--- config.mk ---
export PLATFORM = sky130hd
export DESIGN_NAME = bcd_conv_sched_flat
export DESIGN_NICKNAME = d
export VERILOG_FILES = /design/src/rtl/bcd_conv_sched_if.sv /design/src/rtl/bcd_conv_sched.sv /design/src/flat_wrapper.sv
export SDC_FILE = /design/constraint.sdc
export NUM_CORES = 1
export LEC_CHECK = 0
export CORE_UTILIZATION = 53
export CTS_BUF_LIST = sky130_fd_sc_hd__clkbuf_16
export DETAILED_ROUTE_END_ITERATION = 8
export PLACE_DENSITY = 0.89
export SLEW_MARGIN = 5
export SYNTH_ARGS = -nofsm -noshare
export SYNTH_HDL_FRONTEND = slang
export SYNTH_SLANG_ARGS = --single-unit
--- constraint.sdc ---
create_clock -name clk -period 3.1 [get_ports clk]
set_input_delay 0.62 -clock clk [delete_from_list [all_inputs] [get_ports clk]]
set_output_delay 0.62 -clock clk [all_outputs]
set_load 0.01 [all_outputs]
--- src/rtl/bcd_conv_sched_if.sv ---
// Request/result bundle between the clock-display requesters and the shared
// binary-to-BCD conversion engine.
interface bcd_conv_sched_if #(
    parameter int NREQ  = 4,
    parameter int WIDTH = 12,
    parameter int IDW   = 2
);
    logic [NREQ-1:0]       req;
    logic [NREQ*WIDTH-1:0] bin_in;
    logic [NREQ-1:0]       grant;
    logic                  busy;
    logic                  done;
    logic [IDW-1:0]        done_id;
    logic [3:0]            thos;
    logic [3:0]            hund;
    logic [3:0]            tens;
    logic [3:0]            ones;

    modport master (
        output req, bin_in,
        input  grant, busy, done, done_id, thos, hund, tens, ones
    );

    modport slave (
        input  req, bin_in,
        output grant, busy, done, done_id, thos, hund, tens, ones
    );
endinterface

--- src/rtl/bcd_conv_sched.sv ---
// Round-robin arbitrated, iterative double-dabble binary-to-BCD converter
// shared by all clock-display requesters.
module bcd_conv_sched #(
    parameter int NREQ  = 4,
    parameter int WIDTH = 12,
    parameter int IDW   = 2
) (
    input logic              clk,
    input logic              reset,
    bcd_conv_sched_if.slave  bus
);
    localparam int CNTW = $clog2(WIDTH + 1);

    typedef enum logic [1:0] {
        ST_IDLE  = 2'd0,
        ST_SHIFT = 2'd1,
        ST_DONE  = 2'd2
    } state_t;

    state_t              state_r;
    state_t              state_nx_s;
    logic                load_s;
    logic                shift_s;
    logic                finish_s;
    logic [CNTW-1:0]     cnt_r;
    logic [15:0]         bcd_r;
    logic [WIDTH-1:0]    op_r;
    logic [IDW-1:0]      win_r;
    logic [IDW-1:0]      ptr_r;
    logic [IDW-1:0]      pick_s;
    logic [15+WIDTH:0]   step_s;
    logic [NREQ-1:0]     grant_r;
    logic                busy_r;
    logic                done_r;
    logic [IDW-1:0]      done_id_r;
    logic [15:0]         digits_r;

    // First requester at or above the pointer, wrapping; falls back to ptr when none.
    function automatic logic [IDW-1:0] rr_pick(input logic [NREQ-1:0] req,
                                               input logic [IDW-1:0]  ptr);
        logic [IDW-1:0] pick;
        logic [IDW-1:0] idx;
        logic           found;
        int             sum;
        pick  = ptr;
        found = 1'b0;
        for (int i = 0; i < NREQ; i++) begin
            sum   = int'(ptr) + i;
            sum   = (sum >= NREQ) ? (sum - NREQ) : sum;
            idx   = sum[IDW-1:0];
            pick  = (!found && req[idx]) ? idx : pick;
            found = found | req[idx];
        end
        return pick;
    endfunction

    // One shift-add-3 iteration over the {bcd, operand} pair.
    function automatic logic [15+WIDTH:0] dd_step(input logic [15:0]      bcd,
                                                  input logic [WIDTH-1:0] op);
        logic [15:0] adj;
        for (int k = 0; k < 4; k++) begin
            adj[4*k +: 4] = (bcd[4*k +: 4] >= 4'd5) ? (bcd[4*k +: 4] + 4'd3)
                                                    : bcd[4*k +: 4];
        end
        return {adj[14:0], op, 1'b0};
    endfunction

    // Arbitration choice and next datapath value.
    always_comb begin
        pick_s = rr_pick(bus.req, ptr_r);
        step_s = dd_step(bcd_r, op_r);
    end

    // Next-state and control strobes.
    always_comb begin
        state_nx_s = state_r;
        load_s     = 1'b0;
        shift_s    = 1'b0;
        finish_s   = 1'b0;
        case (state_r)
            ST_IDLE: begin
                if (|bus.req) begin
                    state_nx_s = ST_SHIFT;
                    load_s     = 1'b1;
                end else begin
                    state_nx_s = ST_IDLE;
                end
            end
            ST_SHIFT: begin
                shift_s = 1'b1;
                if (cnt_r == CNTW'(1)) begin
                    state_nx_s = ST_DONE;
                    finish_s   = 1'b1;
                end else begin
                    state_nx_s = ST_SHIFT;
                end
            end
            ST_DONE: begin
                state_nx_s = ST_IDLE;
            end
            default: begin
                state_nx_s = ST_IDLE;
            end
        endcase
    end

    // State register.
    always_ff @(posedge clk) begin
        if (reset) begin
            state_r <= ST_IDLE;
        end else begin
            state_r <= state_nx_s;
        end
    end

    // Datapath, arbitration pointer and registered outputs.
    always_ff @(posedge clk) begin
        if (reset) begin
            cnt_r     <= {CNTW{1'b0}};
            bcd_r     <= 16'h0000;
            op_r      <= {WIDTH{1'b0}};
            win_r     <= {IDW{1'b0}};
            ptr_r     <= {IDW{1'b0}};
            grant_r   <= {NREQ{1'b0}};
            busy_r    <= 1'b0;
            done_r    <= 1'b0;
            done_id_r <= {IDW{1'b0}};
            digits_r  <= 16'h0000;
        end else begin
            grant_r <= {NREQ{1'b0}};
            done_r  <= 1'b0;
            if (load_s) begin
                op_r    <= bus.bin_in[int'(pick_s)*WIDTH +: WIDTH];
                bcd_r   <= 16'h0000;
                cnt_r   <= CNTW'(WIDTH);
                win_r   <= pick_s;
                ptr_r   <= (pick_s == IDW'(NREQ - 1)) ? {IDW{1'b0}} : (pick_s + 1'b1);
                grant_r <= {{(NREQ-1){1'b0}}, 1'b1} << pick_s;
                busy_r  <= 1'b1;
            end else if (shift_s) begin
                bcd_r <= step_s[15+WIDTH:WIDTH];
                op_r  <= step_s[WIDTH-1:0];
                cnt_r <= cnt_r - 1'b1;
                // The last iteration feeds the outputs directly so done lands in the DONE cycle.
                if (finish_s) begin
                    digits_r  <= step_s[15+WIDTH:WIDTH];
                    done_id_r <= win_r;
                    done_r    <= 1'b1;
                end else begin
                    digits_r <= digits_r;
                end
            end else if (state_r == ST_DONE) begin
                busy_r <= 1'b0;
            end else begin
                busy_r <= busy_r;
            end
        end
    end

    assign bus.grant   = grant_r;
    assign bus.busy    = busy_r;
    assign bus.done    = done_r;
    assign bus.done_id = done_id_r;
    assign bus.thos    = digits_r[15:12];
    assign bus.hund    = digits_r[11:8];
    assign bus.tens    = digits_r[7:4];
    assign bus.ones    = digits_r[3:0];
endmodule

--- src/flat_wrapper.sv ---
// flat-port wrapper written by rule: the top's interface ports become plain ports
module bcd_conv_sched_flat 
#(
    parameter int NREQ  = 4,
    parameter int WIDTH = 12,
    parameter int IDW   = 2
)
  (clk, reset, bus_req, bus_bin_in, bus_grant, bus_busy, bus_done, bus_done_id, bus_thos, bus_hund, bus_tens, bus_ones);
  bcd_conv_sched_if #(.NREQ(NREQ), .WIDTH(WIDTH), .IDW(IDW)) bus_i ();
  input logic clk;
  input logic reset;
  input wire logic [$bits(bus_i.req)-1:0] bus_req;
  input wire logic [$bits(bus_i.bin_in)-1:0] bus_bin_in;
  output wire logic [$bits(bus_i.grant)-1:0] bus_grant;
  output wire logic [$bits(bus_i.busy)-1:0] bus_busy;
  output wire logic [$bits(bus_i.done)-1:0] bus_done;
  output wire logic [$bits(bus_i.done_id)-1:0] bus_done_id;
  output wire logic [$bits(bus_i.thos)-1:0] bus_thos;
  output wire logic [$bits(bus_i.hund)-1:0] bus_hund;
  output wire logic [$bits(bus_i.tens)-1:0] bus_tens;
  output wire logic [$bits(bus_i.ones)-1:0] bus_ones;
  assign bus_i.req = bus_req;
  assign bus_i.bin_in = bus_bin_in;
  assign bus_grant = bus_i.grant;
  assign bus_busy = bus_i.busy;
  assign bus_done = bus_i.done;
  assign bus_done_id = bus_i.done_id;
  assign bus_thos = bus_i.thos;
  assign bus_hund = bus_i.hund;
  assign bus_tens = bus_i.tens;
  assign bus_ones = bus_i.ones;
  bcd_conv_sched #(.NREQ(NREQ), .WIDTH(WIDTH), .IDW(IDW)) u_core (.clk(clk), .reset(reset), .bus(bus_i));
endmodule
==> flow_summary.toml <==
[worst_setup_path]
cp_top_family = "simple AND/OR/NAND/NOR gates"
critPathArrivalTime_ps = 2540
crit_buf_inv = 1
cp_cell_sequence = "clkdlybuf4s50_1 > nor4_2 > or3_1 > nand2b_1 > a211oi_1"
slowest_stage = "clkdlybuf4s50_1"
start_kind = "input pin"
critPathCaptureType = "flop"
path_class = "input pin to flop"
crit_start = "bus_req[0]"
r2r-start = "u_core.cnt_r[1]"
required_ps = 3320
cpPeakStageDelay_ps = 480
path_max_fanout = 18

[finish]
final_core_util_pct = 74.8
layout-drive-gt1-share_pct = 5.59
diodes = 0
syn_to_final_growth_pct = 35.5
layoutNonFillerInstCount = 501
fin_nets = 488

[sta]
min_period_ps = 2320
setup_ws_ps = 777
tightestPinTransition_ps = 721
rsz0062_at_grt = "no"
fin_hold_ws_ps = 449
period_share_pct = 74.9
fin_setup_tns_ps = 0
skew_ps = 4.80
relSlewSlack_pct = 51.6
drv_slew = 0
setup_viol = 0
max_freq_ghz = 0.430
finalHoldViolCount = 0

[logic_synthesis]
muxShareOfSynthArea_pct = 9.23
synthXorXnorAreaFrac_pct = 2.31
synth_compound_gate_area_share_pct = 19.2
synthAdderAreaFrac_pct = 4.12
synth_common_cells = "62 x dfxtp_1, 47 x nand2_1, 36 x a21oi_1"
netlist.area_leader.share_pct = 40.9
syn_inst = 352
ys.flop_type = "dfxtp_1"
syn_nets = 416
synth_cell_types = 33
yosys-top-cells-area = "dfxtp_1 41%, mux2i_1 9.2%, a21oi_1 5.9%"
synth_area_mm2 = 0.00304
synthSimpleGateAreaFrac_pct = 19.0
seq_area_frac_synth_pct = 40.9
ys_ff_latch = 62
synth.most_common_cell = "dfxtp_1"
synth_top_area_cell = "dfxtp_1"
synth_edf_count = 0
synth_top_family_by_area = "compound AO/OA/AOI/OAI gates"
synthArstFlopShare_pct = 0
yosysWarnings = 0
postSynthAreaPerCell_um2 = 8.63

[cts]
ctsLongestPathBuffers = 2
tritoncts = "built"
cts_resized = 0
post_cts_buffers = 0
clock-sinks = 62
hold_buffers = 0
htree_levels = 3
cts_root_buf = "clkbuf_16"
clk_pin_slew_worst_paths_ps = 50
cts_buffers = 9
clk_latency_ps = 320

[run_status]
outcome = "finished, final reports clean"

[run]
maxCapViolCount = 0

[global_routing]
overflow = 0
grt_pass1_vias = 2654
grtUsageTotal_pct = 24.5
grt_pass1_wl_mm = 11.6
antenna_found_initial = 0
grt_start_max_net_pins = 34

[pwr]
p_per_area_mw_per_mm2 = 523
p_leak_nw = 1.50
ir_worst_vdd_uv = 352

[routing]
routed_wl_mm = 6.92
routed-via-count = 2786
drt-pass1-iter-count = 4
ant_nets = 0
wl_per_cell_um = 13.8
drc = 0
drt_iter0_markers = 106
viasPerCell = 5.56

[min_path]
hold_path_startpoint = "u_core.digits_r[1]"
hold_class = "flop to flop"

[floorplanning]
io_pins = 78
die_y_um = 77.7
num_rows = 27
coreArea_mm2 = 0.00551
die_w_um = 77.7
die_area_mm2 = 0.00604
initial_core_util_pct = 55.2

[placement]
pre_cts_slack_ps = 475
gp_congestion = 0.797
placedCellCount = 485
numPortBuffers = 77
dp_hpwl_mm = 4.80
registers in the layout, summed over array words and instances (netlist names):
register	cells
u_core.bcd_r	16
u_core.bus.busy	1
u_core.bus.done	1
u_core.bus.done_id	2
u_core.bus.grant	4
u_core.cnt_r	4
u_core.digits_r	16
u_core.op_r	12
u_core.ptr_r	2
u_core.state_r	2
u_core.win_r	2
layout by cell type, fill, tap and decap left out:
cell	instances
inv_2	2
dfxtp_1	62
nor4_2	1
clkinv_1	4
a211oi_1	15
xnor2_1	7
clkdlybuf4s50_1	77
inv_1	11
nand2b_1	10
nor3b_1	8
o21ai_1	1
a211oi_2	1
ha_1	10
nor2b_1	2
or3_1	1
or2_1	11
bufinv_16	1
o221ai_1	12
a22oi_1	11
buf_4	4
nand3_1	5
a31o_1	1
clkbuf_16	9
o21ai_0	8
nor4_1	1
a21oi_1	36
nand2_1	47
nor2_1	28
a211oi_4	1
nor3_1	6
xor2_1	1
a21o_1	2
mux2i_1	28
nor2_2	2
buf_12	1
clkinv_2	2
final cells by class:
cell class / instances / area, um2
clock buffers: 9 / 225
clock inverters: 7 / 55.1
fillers: 396 / 1390
inverters: 13 / 48.8
multi-input cells: 256 / 1640
flip-flops and latches: 62 / 1240
well taps: 72 / 90.1
repair buffers: 82 / 821
per-layer routing:
layer / track usage [%] / part of all wire, %
met1: 27.6 / 41
met5: 0 / 0
met4: 13.2 / 2.1
met2: 41.9 / 51
met3: 6.59 / 6.5
tightest hold or removal path, cell delays in order, from the launching register on:
cell     delay, ps
dfxtp_1        300
nand2_1         50
a21oi_1         50
metrics by stage:
step	total power, mW	instance area [um2]
after floorplan	1.11	3040
after global placement	1.22	3840
after detailed placement	1.23	3840
after CTS	2.16	4120
after global routing	2.23	4120
final	2.15	4120
final timing paths:
| path | end | slack [ps] | cells after the start |
|---|---|---|---|
| setup / recovery | u_core.cnt_r[1] | 780 | 5 |
| hold / removal | u_core.digits_r[1] | 450 | 2 |
| setup reg to reg | u_core.digits_r[4] | 1080 | 7 |
| hold reg to reg | u_core.digits_r[1] | 450 | 2 |
logic make-up after synthesis:
group / count (synthesis)
and+or+nand+nor: 122
AOI/OAI and AO/OA: 88
DFF: 62
buffers and inverters: 34
muxes: 28
adders and majority gates: 10
xor gates and xnor gates: 8
power breakdown:
part | internal, mW | switching, mW | total, mW | leakage, nW
logic | 0.181 | 0.162 | 0.343 | 0.859
registers | 0.844 | 0.0343 | 0.878 | 0.505
clock network | 0.606 | 0.327 | 0.933 | 0.139
Note: power is estimated with default switching activity, not from simulation.
